File: src/rtl/uart_pkg.sv
`default_nettype none
// +--------------------------------------------------------------------------+
// | Package     : uart_pkg                                                    |
// | Description : Shared defaults and divisor helpers for the UART timing     |
// |               generators. The BAUD_DIV_* functions turn a source clock,   |
// |               baud rate and oversampling ratio into an integer divisor    |
// |               plus a FRAC_W-bit fraction for baud_tick_gen.              |
// | Revision    : 1.0  initial release                                        |
// +--------------------------------------------------------------------------+
package uart_pkg;

    localparam int UART_CNT_W  = 16;
    localparam int UART_FRAC_W = 4;
    localparam int UART_OVS    = 16;

    // Ceiling log2; used to size the oversampling counter.
    function automatic int clog2(input int value);
        int r;
        int v;
        r = 0;
        v = value - 1;
        while (v > 0) begin
            r = r + 1;
            v = v >> 1;
        end
        return r;
    endfunction

    // Divisor in units of 2^-frac_w, rounded to nearest. Integer and fraction
    // are both cut from this single value so they always form a consistent
    // pair (no separate rounding of the fraction overflowing into the int).
    function automatic longint unsigned baud_div_scaled(
        input longint unsigned src_hz,
        input longint unsigned baud_hz,
        input longint unsigned ovs,
        input int              frac_w
    );
        longint unsigned den;
        den = baud_hz * ovs;
        return ((src_hz << frac_w) + (den >> 1)) / den;
    endfunction

    function automatic int BAUD_DIV_INT(
        input longint unsigned src_hz,
        input longint unsigned baud_hz,
        input longint unsigned ovs,
        input int              frac_w = UART_FRAC_W
    );
        return int'(baud_div_scaled(src_hz, baud_hz, ovs, frac_w) >> frac_w);
    endfunction

    function automatic int BAUD_DIV_FRAC(
        input longint unsigned src_hz,
        input longint unsigned baud_hz,
        input longint unsigned ovs,
        input int              frac_w = UART_FRAC_W
    );
        return int'(baud_div_scaled(src_hz, baud_hz, ovs, frac_w)
                    & ((64'd1 << frac_w) - 64'd1));
    endfunction

endpackage
`default_nettype wire

File: src/rtl/frac_accum.sv
`default_nettype none
// +--------------------------------------------------------------------------+
// | Module      : frac_accum                                                  |
// | Description : FRAC_W-bit fractional phase accumulator with carry-out.     |
// |               Each step adds i_frac to the accumulator; the carry of that |
// |               add is held until the next step so the owner can stretch    |
// |               the period that just started by one cycle.                  |
// | Ports       : clk      - clock, rising edge                               |
// |               rst      - synchronous active-high reset                    |
// |               i_clr    - clear accumulator and carry (phase re-align)     |
// |               i_step   - accumulate i_frac this edge                      |
// |               i_frac   - fractional increment                             |
// |               o_carry  - carry out of the most recent step                |
// | Revision    : 1.0  initial release                                        |
// +--------------------------------------------------------------------------+
module frac_accum #(
    parameter int FRAC_W = 4
)(
    input  logic              clk,
    input  logic              rst,
    input  logic              i_clr,
    input  logic              i_step,
    input  logic [FRAC_W-1:0] i_frac,
    output logic              o_carry
);

    logic [FRAC_W-1:0] r_acc;
    logic              r_carry;

    always_ff @(posedge clk) begin
        if (rst || i_clr) begin
            r_acc   <= '0;
            r_carry <= 1'b0;
        end else if (i_step) begin
            {r_carry, r_acc} <= {1'b0, r_acc} + {1'b0, i_frac};
        end
    end

    assign o_carry = r_carry;

endmodule
`default_nettype wire

File: src/rtl/baud_tick_gen.sv
`default_nettype none
// +--------------------------------------------------------------------------+
// | Module      : baud_tick_gen                                               |
// | Description : UART timing strobe generator. Produces an oversampling tick |
// |               with a fractional average divisor, plus bit-boundary and    |
// |               mid-bit strobes derived from the oversampling count.        |
// |               The divisor is reloadable through a load/ack handshake and  |
// |               the phase can be re-aligned with i_restart.                 |
// | Ports       : src_clk     - clock, rising edge                            |
// |               rst         - synchronous active-high reset                 |
// |               i_en        - count enable (low: all counters hold)         |
// |               i_restart   - phase re-align pulse                          |
// |               i_div_int   - requested integer divisor (>= 2)              |
// |               i_div_frac  - requested fraction, units of 2^-FRAC_W        |
// |               i_div_load  - load request for i_div_int/i_div_frac         |
// |               o_div_ack   - pulse: new divisor took effect                |
// |               o_div_err   - pulse: load rejected (i_div_int < 2)          |
// |               o_os_tick   - oversampling strobe                           |
// |               o_mid_tick  - mid-bit sample strobe                         |
// |               o_bit_tick  - bit-boundary strobe                           |
// | Revision    : 1.0  initial release                                        |
// +--------------------------------------------------------------------------+
module baud_tick_gen
    import uart_pkg::*;
#(
    parameter int CNT_W            = UART_CNT_W,
    parameter int FRAC_W           = UART_FRAC_W,
    parameter int OVS              = UART_OVS,    // power of two, >= 1
    parameter int DEFAULT_DIV_INT  = 27,
    parameter int DEFAULT_DIV_FRAC = 2
)(
    input  logic              src_clk,
    input  logic              rst,
    input  logic              i_en,
    input  logic              i_restart,
    input  logic [CNT_W-1:0]  i_div_int,
    input  logic [FRAC_W-1:0] i_div_frac,
    input  logic              i_div_load,
    output logic              o_div_ack,
    output logic              o_div_err,
    output logic              o_os_tick,
    output logic              o_mid_tick,
    output logic              o_bit_tick
);

    localparam int c_os_w = (OVS > 1) ? clog2(OVS) : 1;
    localparam logic [c_os_w-1:0] c_os_last = c_os_w'(OVS - 1);
    // With OVS=1 both compare values are 0, so every os_tick is also a
    // bit and mid tick.
    localparam logic [c_os_w-1:0] c_os_mid  = (OVS > 1) ? c_os_w'(OVS / 2 - 1) : '0;

    logic [CNT_W-1:0]  r_cnt;
    logic [c_os_w-1:0] r_os_cnt;
    logic [CNT_W-1:0]  r_div_int;
    logic [FRAC_W-1:0] r_div_frac;
    logic              r_pend_vld;
    logic [CNT_W-1:0]  r_pend_int;
    logic [FRAC_W-1:0] r_pend_frac;
    logic              r_os_tick;
    logic              r_mid_tick;
    logic              r_bit_tick;
    logic              r_div_ack;
    logic              r_div_err;

    logic              w_carry;
    logic              w_load_ok;
    logic              w_load_bad;
    logic              w_pend_vld;
    logic [CNT_W-1:0]  w_pend_int;
    logic [FRAC_W-1:0] w_pend_frac;
    logic [CNT_W:0]    w_term;
    logic              w_wrap;
    logic              w_apply;
    logic [CNT_W-1:0]  w_div_int_nxt;
    logic [FRAC_W-1:0] w_div_frac_nxt;

    assign w_load_ok  = i_div_load && (i_div_int >= CNT_W'(2));
    assign w_load_bad = i_div_load && !w_load_ok;

    // A load arriving on the same edge as an application point is treated as
    // the newest pending value, so it takes effect immediately.
    assign w_pend_vld  = w_load_ok || r_pend_vld;
    assign w_pend_int  = w_load_ok ? i_div_int  : r_pend_int;
    assign w_pend_frac = w_load_ok ? i_div_frac : r_pend_frac;

    // Last count of the current period: div_int - 1 + carry, one bit wider
    // so the carry cannot overflow. The >= (rather than ==) lets a period
    // whose divisor shrank while disabled end on the next enabled edge
    // instead of running the counter all the way round.
    assign w_term = {1'b0, r_div_int} - (CNT_W + 1)'(1) + (CNT_W + 1)'(w_carry);
    assign w_wrap = i_en && !i_restart && ({1'b0, r_cnt} >= w_term);

    assign w_apply = w_pend_vld && (i_restart || w_wrap || !i_en);

    assign w_div_int_nxt  = w_apply ? w_pend_int  : r_div_int;
    assign w_div_frac_nxt = w_apply ? w_pend_frac : r_div_frac;

    // The accumulate at a wrap uses the divisor of the period starting there,
    // so a freshly applied fraction governs that period's carry.
    frac_accum #(
        .FRAC_W (FRAC_W)
    ) u_frac_accum (
        .clk     (src_clk),
        .rst     (rst),
        .i_clr   (i_restart),
        .i_step  (w_wrap),
        .i_frac  (w_div_frac_nxt),
        .o_carry (w_carry)
    );

    always_ff @(posedge src_clk) begin
        if (rst) begin
            r_cnt       <= '0;
            r_os_cnt    <= '0;
            r_div_int   <= CNT_W'(DEFAULT_DIV_INT);
            r_div_frac  <= FRAC_W'(DEFAULT_DIV_FRAC);
            r_pend_vld  <= 1'b0;
            r_pend_int  <= '0;
            r_pend_frac <= '0;
            r_os_tick   <= 1'b0;
            r_mid_tick  <= 1'b0;
            r_bit_tick  <= 1'b0;
            r_div_ack   <= 1'b0;
            r_div_err   <= 1'b0;
        end else begin
            r_os_tick  <= w_wrap;
            r_bit_tick <= w_wrap && (r_os_cnt == c_os_last);
            r_mid_tick <= w_wrap && (r_os_cnt == c_os_mid);
            r_div_ack  <= w_apply;
            r_div_err  <= w_load_bad;

            if (i_restart) begin
                r_cnt    <= '0;
                r_os_cnt <= '0;
            end else if (w_wrap) begin
                r_cnt    <= '0;
                r_os_cnt <= (r_os_cnt == c_os_last) ? '0 : r_os_cnt + c_os_w'(1);
            end else if (i_en) begin
                r_cnt    <= r_cnt + CNT_W'(1);
            end

            r_div_int  <= w_div_int_nxt;
            r_div_frac <= w_div_frac_nxt;

            if (w_apply) begin
                r_pend_vld <= 1'b0;
            end else if (w_load_ok) begin
                r_pend_vld  <= 1'b1;
                r_pend_int  <= i_div_int;
                r_pend_frac <= i_div_frac;
            end
        end
    end

    assign o_os_tick  = r_os_tick;
    assign o_mid_tick = r_mid_tick;
    assign o_bit_tick = r_bit_tick;
    assign o_div_ack  = r_div_ack;
    assign o_div_err  = r_div_err;

endmodule
`default_nettype wire

File: config.mk
export PLATFORM = sky130hd
export DESIGN_NAME = baud_tick_gen
export DESIGN_NICKNAME = d
export VERILOG_FILES = /design/src/rtl/uart_pkg.sv /design/src/rtl/frac_accum.sv /design/src/rtl/baud_tick_gen.sv
export SDC_FILE = /design/constraint.sdc
export NUM_CORES = 1
export LEC_CHECK = 0
export BUFFER_PORTS_ARGS = -buffer_cell sky130_fd_sc_hd__buf_2
export CORE_MARGIN = 2
export CORE_UTILIZATION = 50
export DETAILED_ROUTE_END_ITERATION = 8
export PLACE_DENSITY = 0.68
export SLEW_MARGIN = 20
export SYNTH_ARGS = -nofsm -noshare
export SYNTH_HDL_FRONTEND = slang
export SYNTH_SLANG_ARGS = --single-unit
File: constraint.sdc
create_clock -name src_clk -period 5.4 [get_ports src_clk]
set_input_delay 1.62 -clock src_clk [delete_from_list [all_inputs] [get_ports src_clk]]
set_output_delay 1.62 -clock src_clk [all_outputs]
set_load 0.01 [all_outputs]
==> qor_table.md, run 1 <==
| Result | Reported |
| --- | --- |
| Number of detailed-routing iterations run before antenna repair | 6 |
| XOR/XNOR share of the synthesized area | 6.57% |
| Highest ir drop seen on vdd | 130 µV |
| Port-buffer cells | 29 |
| Io pins | 30 |
| Count of flip-flops with a built-in enable after synthesis | 0 |
| Pin slew with the least headroom to its limit | 0.688 ns |
| Largest driver fanout on the critical path | 17 |
| Sequential cell area fraction in the yosys report | 34.4% |
| Drc violations | 0 |
| Type of element capturing the critical path | flop |
| CTS tree | yes |
| Area of placed instances | 4300 µm² |
| Warnings, synthesis | 0 |
| Number of hold buffers added after CTS | 0 |
| Setup TNS | 0 ns |
| Category of the worst setup path launch point | flop |
| Post-synthesis cell count | 446 |
| GR peak layer | met2 |
| Max-Cap Viols | 0 |
| Starting DRC count in detailed routing | 71 |
| HPWL after detailed placement | 5600 µm |
| Main combinational cell family by area after synthesis | simple AND/OR/NAND/NOR gates |
| Via count | 3057 |
| Root buffer selected by CTS | clkbuf_8 |
| Compound-cell area share of the yosys netlist | 9.48% |
| Run status | finished, final reports clean |
| Total setup violations reported at the end of the flow | 0 |
| Final Skew | 0.00794 ns |
| Unrepaired setup endpoints after global routing | no |
| Fmax achieved | 211 MHz |
| Dominant register cell in the synthesized netlist | dfxtp_1 |
| Headroom to the max-slew limit | 54.0% |
| Areal power density over the cells | 238 nW/µm² |
| Period Utilization, post-route | 87.8% |
| Number of placement rows | 33 |
| Mux share of post-synthesis cell area | 14.7% |
| Combined area of all synthesized cells | 4130 µm² |
| Pin count of the biggest net entering global routing | 83 |
| Number of different library cells in the post-synthesis netlist | 51 |
| Met3 GRT Util | 4.07% |
| Net count reported at finish | 516 |
| # diodes | 0 |
| Adder-cell area share of the yosys netlist | 7.75% |
| Class of the most critical hold timing path | reg2reg |
| Post-synthesis async set-or-reset flop share | 0% |
| Area of the die | 9010 µm² |
| Time the worst path needs with I/O delays and setup | 4.74 ns |
| Mean instance size in the synthesized netlist | 9.26 µm² |
| Wire length of the first global-routing pass | 13500 µm |
| H-tree Lvls | 3 |
| Number of global-route vias before repair | 2946 |
| WP data arrival | 5.02 ns |
| Antenna-violating nets left | 0 |
| Die width | 94.9 µm |
| Final instance area | 4460 µm² |
| Total Power Consumption | 1.06 mW |
| Utilization after layout | 55.1% |
| Via/cell ratio | 5.31 |
| Standard cell core area | 8090 µm² |
| Resized cells post-CTS | 0 |
| Routability congestion estimate from global placement | 0.821 |
| Skew-Pair Late Insertion Delay | 0.34 ns |
| Aggregate global-route resource usage | 19.0% |
| Ratio of cells with drive above 1 in the final layout | 15.7% |
| Setup bufs post-CTS | 0 |
| Final WL | 7720 µm |
| CTS buffer count | 9 |
| Final global-route overflow total | 0 |
| Clock Pin Slew Worst Setup and Hold Paths | 0.08 ns |
| Initial antenna violation count | 0 |
| Final hold violation count | 0 |
| Reg-to-reg slack, setup | 0.66 ns |
| Final routed wire length divided by cell count | 13.4 µm |
| Leakage power of the design | 1.82 nW |
| Post-Synth Simple-Gate Area | 22.4% |
| Number of max-slew violations in the final report | 0 |
| Met2 track demand over resource | 29.4% |
| Height of the die | 94.9 µm |
| Number of buffers between clock root and the deepest sink | 2 |
| Clock net sink count | 71 |
| P&R area growth vs syn | 7.96% |
| Number of nets in the synthesized netlist | 496 |
| Class of the most critical setup path | reg2reg |
| Number of flip-flops and latches in the synthesized netlist | 71 |
| Initial core utilization | 51.1% |
| Worst endpoint required time | 5.68 ns |
| Met1 capacity usage during global routing | 25.6% |
==> final timing paths <==
path	from	to	cells past startpoint
worst max-delay path	r_div_int[0]$_SDFFE_PP1N_	u_frac_accum.r_acc[3]$_SDFFE_PP0P_	20
worst min-delay path	r_pend_int[4]$_SDFFE_PP0P_	r_pend_int[4]$_SDFFE_PP0P_	2
worst max register to register	r_div_int[0]$_SDFFE_PP1N_	u_frac_accum.r_acc[3]$_SDFFE_PP0P_	20
worst min register to register	r_pend_int[4]$_SDFFE_PP0P_	r_pend_int[4]$_SDFFE_PP0P_	2
==> logic make-up after synthesis <==
group	count (synthesis)
AO/OA/AOI/OAI	55
XOR/XNOR	31
adder cells (fa/ha/maj)	25
buffers and inverters	37
flip-flops	71
multiplexers	55
AND/OR/NAND/NOR	172
==> Yosys cell counts, drive strengths merged (9+ instances only) <==
library cell | n | area share [%]
mux2i | 38 | 9.2
nand3 | 10 | 1.2
nand2 | 14 | 1.3
nand2b | 43 | 6.5
nor3 | 9 | 1.2
inv | 12 | 1.1
xnor2 | 15 | 3.2
nor2 | 46 | 4.2
clkbuf | 13 | 1.2
nor2b | 18 | 2.7
a21oi | 18 | 2.2
buf | 12 | 2.5
xor2 | 16 | 3.4
ha | 24 | 7.3
a211oi | 13 | 2.8
mux2 | 17 | 5.5
dfxtp | 71 | 34
==> report_power, final <==
| part | internal (mW) | switching (mW) | total, mW | leakage (nW) |
|---|---|---|---|---|
| clock | 0.164 | 0.203 | 0.367 | 0.0781 |
| combinational | 0.0669 | 0.0756 | 0.143 | 1.17 |
| sequential | 0.540 | 0.0132 | 0.553 | 0.577 |
| total | 0.771 | 0.292 | 1.06 | 1.82 |
==> placed cells by master, fill, tap and decap left out, types with 2 or more instances in the layout <==
master / n
dfxtp_1: 71
nor2_1: 46
nand2b_1: 43
mux2i_1: 38
buf_2: 29
ha_1: 24
a21oi_1: 18
nor2b_1: 18
xor2_1: 16
xnor2_1: 15
nand2_1: 14
inv_1: 12
a211oi_1: 11
nand3_1: 10
mux2_4: 9
clkbuf_8: 9
nor3_1: 8
nand4_1: 8
mux2_2: 8
nor4_1: 7
o21ai_0: 7
and3_1: 7
a21o_1: 6
buf_4: 5
clkinv_2: 3
clkinvlp_4: 3
and2_1: 2
a311oi_1: 2
==> worst max-delay path: stages, from the launching register on <==
cell      delay [ns]
dfxtp_1         0.32
inv_1           0.05
ha_1            0.16
ha_1            0.17
nor3b_2         0.28
nand2_1         0.18
nor3_1          0.28
xnor2_1         0.16
ha_1            0.26
a21o_1          0.18
a221o_1         0.39
a41oi_1         0.42
a211oi_4        0.19
o22ai_4         0.26
buf_4           0.34
a21oi_1         0.12
ha_1            0.33
a21oi_1         0.17
xnor2_1         0.14
nand3_1         0.10
a21oi_1         0.17
==> per-layer routing <==
metal / vias to the layer above / wire length [µm]
met3: 13 / 265
met4: 0 / 131
met2: 61 / 3300
li1: 1587 / -
met1: 1396 / 4020
met5: - / 0
==> metrics by stage <==
step,hold WS (ns),instances,setup slack (ns)
after floorplan,0.440,446,1.09
final,0.472,576,0.656
after CTS,0.475,576,0.662
after global routing,0.489,576,0.284
after detailed placement,0.460,560,0.655
after global placement,0.454,560,0.818
==> sequential cells by signal (all words and copies together), names as in the netlist <==
signal and count:
o_bit_tick 1, r_div_frac 4, r_pend_vld 1, r_cnt 16, r_pend_frac 4, u_frac_accum.r_acc 4, o_div_err 1, u_frac_accum.o_carry 1
o_os_tick 1, r_os_cnt 4, o_mid_tick 1, r_div_int 16, o_div_ack 1, r_pend_int 16
==> layout make-up <==
class                   count  area, µm²
fillers                   776       3630
multi-input cells         338       2510
flip-flops and latches     71       1420
repair buffers             34        183
well taps                 105        131
clock buffers              10        128
inverters                  12       45.0
clock inverters             6       37.5
No activity file was read; power rests on OpenSTA's default activity.
==> inputs of run 2 (changes only) <==
CORE_ASPECT_RATIO = 0.8   (was not set)
==> qor_table.md, run 2 (same netlist as run 1, synthesis figures left out) <==
| Result | Reported | Change |
| --- | --- | --- |
| Hold endpoint | r_div_frac[2]$_SDFF_PP0_ | was r_pend_int[4]$_SDFFE_PP0P_ |
| Via/cell ratio | 5.23 | was 5.31 |
| Library cell appearing most often on the critical path | ha_1 | unchanged |
| Setup bufs post-CTS | 0 | unchanged |
| Number of placement rows | 29 | was 33 |
| Area of the die | 9010 µm² | about the same |
| Clock net sink count | 71 | unchanged |
| Net count reported at finish | 516 | unchanged |
| Skew-Pair Late Insertion Delay | 0.35 ns | was 0.34 ns |
| Worst setup margin | 0.719 ns | was 0.656 ns |
| Final WL | 7750 µm | was 7720 µm |
| Final global-route overflow total | 0 | unchanged |
| Largest driver fanout on the critical path | 16 | was 17 |
| Top flop regs | r_cnt x16, r_div_int x16, r_pend_int x16 | unchanged |
| Most frequent standard cell in the layout excluding fill and tap cells | dfxtp_1 | unchanged |
| Number of buffers between clock root and the deepest sink | 2 | unchanged |
| Leakage power of the design | 1.85 nW | was 1.82 nW |
| Max incr delay on CP | 0.68 ns | was 0.42 ns |
| Port-buffer cells | 29 | unchanged |
| Standard cell core area | 7980 µm² | was 8090 µm² |
| List of cells traversed by the critical path | inv_1 -> ha_1 -> ha_1 -> nor3b_2 -> nand2_1 -> or3_1 -> xor2_1 -> ha_1 -> o21ai_0 -> nand2b_1 -> a41oi_1 -> a211oi_4 -> o22ai_4 -> mux2_4 -> ha_1 -> a21o_1 -> a21oi_1 -> xnor2_1 -> nand3_1 -> a21oi_1 | was inv_1 -> ha_1 -> ha_1 -> nor3b_2 -> nand2_1 -> nor3_1 -> xnor2_1 -> ha_1 -> a21o_1 -> a221o_1 -> a41oi_1 -> a211oi_4 -> o22ai_4 -> buf_4 -> a21oi_1 -> ha_1 -> a21oi_1 -> xnor2_1 -> nand3_1 -> a21oi_1 |
| Reg-to-reg slack, setup | 0.72 ns | was 0.66 ns |
| Clock Pin Slew Worst Setup and Hold Paths | 0.08 ns | about the same |
| Starting DRC count in detailed routing | 164 | was 71 |
| Final instance area | 4510 µm² | was 4460 µm² |
| CP max stage cell | a211oi_4 | was a41oi_1 |
| Category of the worst setup path launch point | flop | unchanged |
| Final routed wire length divided by cell count | 13.4 µm | about the same |
| Aggregate global-route resource usage | 18.8% | was 19.0% |
| Number of max-slew violations in the final report | 0 | unchanged |
| Total Power Consumption | 1.13 mW | was 1.06 mW |
| Hold Path Depth | 2 | unchanged |
| Pin count of the biggest net entering global routing | 84 | was 83 |
| Fmax achieved | 214 MHz | was 211 MHz |
| WP data arrival | 4.96 ns | was 5.02 ns |
| Startpoint of the most critical setup path | r_div_int[0]$_SDFFE_PP1N_ | unchanged |
| Final Skew | 0.0138 ns | was 0.00794 ns |
| Utilization after layout | 56.5% | was 55.1% |
| Pin slew with the least headroom to its limit | 0.707 ns | was 0.688 ns |
| Io pins | 30 | unchanged |
| P&R area growth vs syn | 9.09% | was 7.96% |
| Worst hold path startpoint | r_div_frac[2]$_SDFF_PP0_ | was r_pend_int[4]$_SDFFE_PP0P_ |
| Max-Cap Viols | 0 | unchanged |
| Areal power density over the cells | 252 nW/µm² | was 238 nW/µm² |
| Number of detailed-routing iterations run before antenna repair | 5 | was 6 |
| Drc violations | 0 | unchanged |
| Height of the die | 85.3 µm | was 94.9 µm |
| Routability congestion estimate from global placement | 0.867 | was 0.821 |
| CTS tree | yes | unchanged |
| Worst endpoint required time | 5.68 ns | about the same |
| Ratio of cells with drive above 1 in the final layout | 15.9% | was 15.7% |
| Launch point of the worst reg-to-reg path | r_div_int[0]$_SDFFE_PP1N_ | unchanged |
| Class of the most critical setup path | reg2reg | unchanged |
| Number of hold buffers added after CTS | 0 | unchanged |
| # diodes | 0 | unchanged |
| Type of element capturing the critical path | flop | unchanged |
| Unrepaired setup endpoints after global routing | no | unchanged |
| Post-placement worst setup slack | 0.705 ns | was 0.655 ns |
| Number of global-route vias before repair | 2940 | was 2946 |
| Via count | 3029 | was 3057 |
| Headroom to the max-slew limit | 52.7% | was 54.0% |
| CTS buffer count | 9 | unchanged |
| Setup TNS | 0 ns | unchanged |
| Crit Reg-Reg Endpoint | u_frac_accum.r_acc[3]$_SDFFE_PP0P_ | unchanged |
| Initial antenna violation count | 0 | unchanged |
| Final hold violation count | 0 | unchanged |
| Area of placed instances | 4300 µm² | about the same |
| Root buffer selected by CTS | clkbuf_8 | unchanged |
| Period Utilization, post-route | 86.7% | was 87.8% |
| Antenna-violating nets left | 0 | unchanged |
| HPWL after detailed placement | 5520 µm | was 5600 µm |
| Resized cells post-CTS | 0 | unchanged |
| Class of the most critical hold timing path | reg2reg | unchanged |
| Highest ir drop seen on vdd | 144 µV | was 130 µV |
| H-tree Lvls | 3 | unchanged |
| Time the worst path needs with I/O delays and setup | 4.68 ns | was 4.74 ns |
| Run status | finished, final reports clean | unchanged |
| Wire length of the first global-routing pass | 13800 µm | was 13500 µm |
| R2r worst-path depth | 20 | unchanged |
| Die width | 106 µm | was 94.9 µm |
| Initial core utilization | 51.8% | was 51.1% |
| Total setup violations reported at the end of the flow | 0 | unchanged |
| Commonest non-fill, non-tap cells in the layout | dfxtp_1, nor2_1, nand2b_1 | unchanged |
[run 2: layer usage]
layer / track usage, % / vias up / wire length (µm)
met5: 0 / - / 0
met2: 27.6 / 56 / 3240
met4: 5.98 / 0 / 29
met1: 27.3 / 1380 / 4190
met3: 4.53 / 2 / 294
li1: - / 1591 / -
[run 2: how the worst max path moves through the flow]
stage                                                     to  slack, ns
final                     u_frac_accum.r_acc[3]$_SDFFE_PP0P_       0.72
after global routing      u_frac_accum.r_acc[3]$_SDFFE_PP0P_       0.23
after CTS                 u_frac_accum.r_acc[3]$_SDFFE_PP0P_       0.69
after detailed placement  u_frac_accum.r_acc[3]$_SDFFE_PP0P_       0.70
after global placement    u_frac_accum.r_acc[3]$_SDFFE_PP0P_       0.84
after floorplan           u_frac_accum.r_acc[3]$_SDFFE_PP0P_       1.09
[run 2: layout make-up]
class                           instances  area, µm²
Clock buffer                           10        138
Clock inverter                          6       70.1
Fill cell                             725       3480
Inverter                               12       45.0
Multi-Input combinational cell        338       2510
Sequential cell                        71       1420
Tap cell                              108        135
Timing Repair Buffer                   34        183
[run 2: worst max-delay path: cells and delay by family (launching register included)]
| kind | cells | cell delay [ns] |
|---|---|---|
| adders and majority gates | 4 | 0.90 |
| buffers and inverters | 1 | 0.05 |
| and+or+nand+nor | 5 | 1.00 |
| xor gates and xnor gates | 2 | 0.29 |
| AOI/OAI and AO/OA | 7 | 1.69 |
| DFF | 1 | 0.32 |
| muxes | 1 | 0.37 |
[run 2: stage by stage]
step	cells	hold slack [ns]
after floorplan	446	0.440
after global placement	563	0.454
after detailed placement	563	0.456
after CTS	579	0.471
after global routing	579	0.491
final	579	0.467
[run 2: power breakdown]
part           switching (mW)  internal (mW)  total (mW)
clock                   0.209          0.228       0.437
sequential             0.0135          0.540       0.554
combinational          0.0761         0.0672       0.143
==> inputs of run 3 (changes only) <==
==> constraint.sdc (replaced) <==
create_clock -name src_clk -period 5.4 [get_ports src_clk]
set_input_delay 0.54 -clock src_clk [delete_from_list [all_inputs] [get_ports src_clk]]
set_output_delay 0.54 -clock src_clk [all_outputs]
set_load 0.01 [all_outputs]
==> qor_table.md, run 3 (same netlist as run 1, synthesis figures left out) <==
| Result | Reported | Change |
| --- | --- | --- |
| Total Power Consumption | 1.12 mW | was 1.13 mW |
| Class of the most critical hold timing path | in2reg | was reg2reg |
| Top flop regs | r_cnt x16, r_div_int x16, r_pend_int x16 | unchanged |
| Largest delay contributor family on the critical path | compound AO/OA/AOI/OAI gates | unchanged |
| Largest driver fanout on the critical path | 22 | was 16 |
| P&R area growth vs syn | 8.81% | was 9.09% |
| HPWL after detailed placement | 5680 µm | was 5520 µm |
| Via count | 3072 | was 3029 |
| Final WL | 8000 µm | was 7750 µm |
| Number of detailed-routing iterations run before antenna repair | 4 | was 5 |
| List of cells traversed by the critical path | inv_1 -> ha_1 -> ha_1 -> nor3b_2 -> nand2_1 -> or3_1 -> xor2_1 -> ha_1 -> o21ai_0 -> nand2b_1 -> a41oi_1 -> a211oi_4 -> o22ai_4 -> buf_4 -> a21oi_1 -> ha_1 -> a21oi_1 -> xnor2_1 -> nand3_1 -> a21oi_1 | was inv_1 -> ha_1 -> ha_1 -> nor3b_2 -> nand2_1 -> or3_1 -> xor2_1 -> ha_1 -> o21ai_0 -> nand2b_1 -> a41oi_1 -> a211oi_4 -> o22ai_4 -> mux2_4 -> ha_1 -> a21o_1 -> a21oi_1 -> xnor2_1 -> nand3_1 -> a21oi_1 |
| Library cell appearing most often on the critical path | ha_1 | unchanged |
| Skew-Pair Late Insertion Delay | 0.36 ns | was 0.35 ns |
| Areal power density over the cells | 250 nW/µm² | was 252 nW/µm² |
| Drc violations | 0 | unchanged |
| Standard cell core area | 7980 µm² | unchanged |
| Net count reported at finish | 516 | unchanged |
| Reg-to-reg slack, setup | 0.70 ns | was 0.72 ns |
| Aggregate global-route resource usage | 19.0% | was 18.8% |
| Io pins | 30 | unchanged |
| Clock Pin Slew Worst Setup and Hold Paths | 0.08 ns | about the same |
| Count of filler cells inserted in the layout | 763 | was 725 |
| Class of the most critical setup path | reg2reg | unchanged |
| Number of max-slew violations in the final report | 0 | unchanged |
| Unrepaired setup endpoints after global routing | no | unchanged |
| Most frequent standard cell in the layout excluding fill and tap cells | dfxtp_1 | unchanged |
| CTS buffer count | 9 | unchanged |
| Type of element capturing the critical path | flop | unchanged |
| Final hold violation count | 0 | unchanged |
| Category of the worst setup path launch point | flop | unchanged |
| CP max stage cell | a211oi_4 | unchanged |
| Period Utilization, post-route | 87.1% | was 86.7% |
| Setup TNS | 0 ns | unchanged |
| Area of the die | 9010 µm² | unchanged |
| Headroom to the max-slew limit | 53.1% | was 52.7% |
| Worst setup margin | 0.695 ns | was 0.719 ns |
| Total setup violations reported at the end of the flow | 0 | unchanged |
| Pin slew with the least headroom to its limit | 0.702 ns | was 0.707 ns |
| Number of buffers between clock root and the deepest sink | 2 | unchanged |
| Number of cells in the design after placement | 563 | unchanged |
| Height of the die | 85.3 µm | unchanged |
| Setup bufs post-CTS | 0 | unchanged |
| Ratio of cells with drive above 1 in the final layout | 15.7% | was 15.9% |
| Via/cell ratio | 5.31 | was 5.23 |
| Final routed wire length divided by cell count | 13.8 µm | was 13.4 µm |
| Leakage power of the design | 1.84 nW | was 1.85 nW |
| Number of non-filler instances in the completed layout | 578 | was 579 |
| Antenna-violating nets left | 0 | unchanged |
| Commonest non-fill, non-tap cells in the layout | dfxtp_1, nor2_1, nand2b_1 | unchanged |
| # diodes | 0 | unchanged |
| Final global-route overflow total | 0 | unchanged |
| Initial core utilization | 51.8% | unchanged |
| Worst endpoint required time | 5.69 ns | was 5.68 ns |
| Routability congestion estimate from global placement | 0.841 | was 0.867 |
| Highest ir drop seen on vdd | 134 µV | was 144 µV |
| Number of hold buffers added after CTS | 0 | unchanged |
| WP data arrival | 5.00 ns | was 4.96 ns |
| Number of global-route vias before repair | 2884 | was 2940 |
| Pin count of the biggest net entering global routing | 84 | unchanged |
| Fmax achieved | 213 MHz | was 214 MHz |
| Run status | finished, final reports clean | unchanged |
| Initial antenna violation count | 0 | unchanged |
| Port-buffer cells | 29 | unchanged |
| Number of placement rows | 29 | unchanged |
| H-tree Lvls | 3 | unchanged |
| Area of placed instances | 4300 µm² | unchanged |
| Resized cells post-CTS | 0 | unchanged |
| Max incr delay on CP | 0.67 ns | was 0.68 ns |
| Die width | 106 µm | unchanged |
| Root buffer selected by CTS | clkbuf_8 | unchanged |
| Flip-flop and latch area | 1420 µm² | unchanged |
| Clock net sink count | 71 | unchanged |
| Max-Cap Viols | 0 | unchanged |
| Post-placement worst setup slack | 0.701 ns | was 0.705 ns |
| Area of combinational cells with multiple inputs | 2510 µm² | unchanged |
| Final Skew | 0.0153 ns | was 0.0138 ns |
| Time the worst path needs with I/O delays and setup | 4.70 ns | was 4.68 ns |
| Wire length of the first global-routing pass | 13700 µm | was 13800 µm |
| CTS tree | yes | unchanged |
| Count of buffer and inverter cells on the critical path | 2 | was 1 |
| Final instance area | 4500 µm² | was 4510 µm² |
| Starting DRC count in detailed routing | 112 | was 164 |
[run 3: power by group]
part	internal (mW)	total (mW)	switching (mW)
Clock	0.223	0.425	0.202
Combinational	0.0673	0.145	0.0778
Sequential	0.540	0.554	0.0137
Total	0.830	1.12	0.293
[run 3: area by class of cell]
type / count / area share [%]
inverter: 12 / 1.00
timing repair buffer: 34 / 4.06
clock buffer: 10 / 3.06
tap: 108 / 3.01
sequential: 71 / 31.6
clock inverter: 5 / 1.31
multi-input combinational: 338 / 55.9
[run 3: layer usage]
| metal | track usage (%) | vias up | wire [µm] |
|---|---|---|---|
| li1 | - | 1587 | - |
| met1 | 26.2 | 1424 | 4150 |
| met2 | 28.6 | 52 | 3420 |
| met3 | 5.61 | 9 | 317 |
| met4 | 6.58 | 0 | 106 |
| met5 | 0 | - | 0 |
[run 3: final timing paths]
check	startpoint	end	cells past startpoint
worst max register to register	r_div_int[0]$_SDFFE_PP1N_	u_frac_accum.r_acc[3]$_SDFFE_PP0P_	20
worst min register to register	r_pend_int[1]$_SDFFE_PP0P_	r_pend_int[1]$_SDFFE_PP0P_	2
worst min-delay path	i_div_frac[1]	r_pend_frac[1]$_SDFFE_PP0P_	3
worst max-delay path	r_div_int[0]$_SDFFE_PP1N_	u_frac_accum.r_acc[3]$_SDFFE_PP0P_	20
[run 3: worst min-delay path, cell delays in order]
cell and delay (ns):
buf_2 0.10, nand2b_1 0.06, mux2i_1 0.06
[run 3: through the flow]
step	hold WS [ns]	utilization, %
floorplan	0.440	-
global placement	0.453	53.9
detailed placement	0.457	53.9
CTS	0.433	56.3
global route	0.456	56.3
finish	0.453	56.3
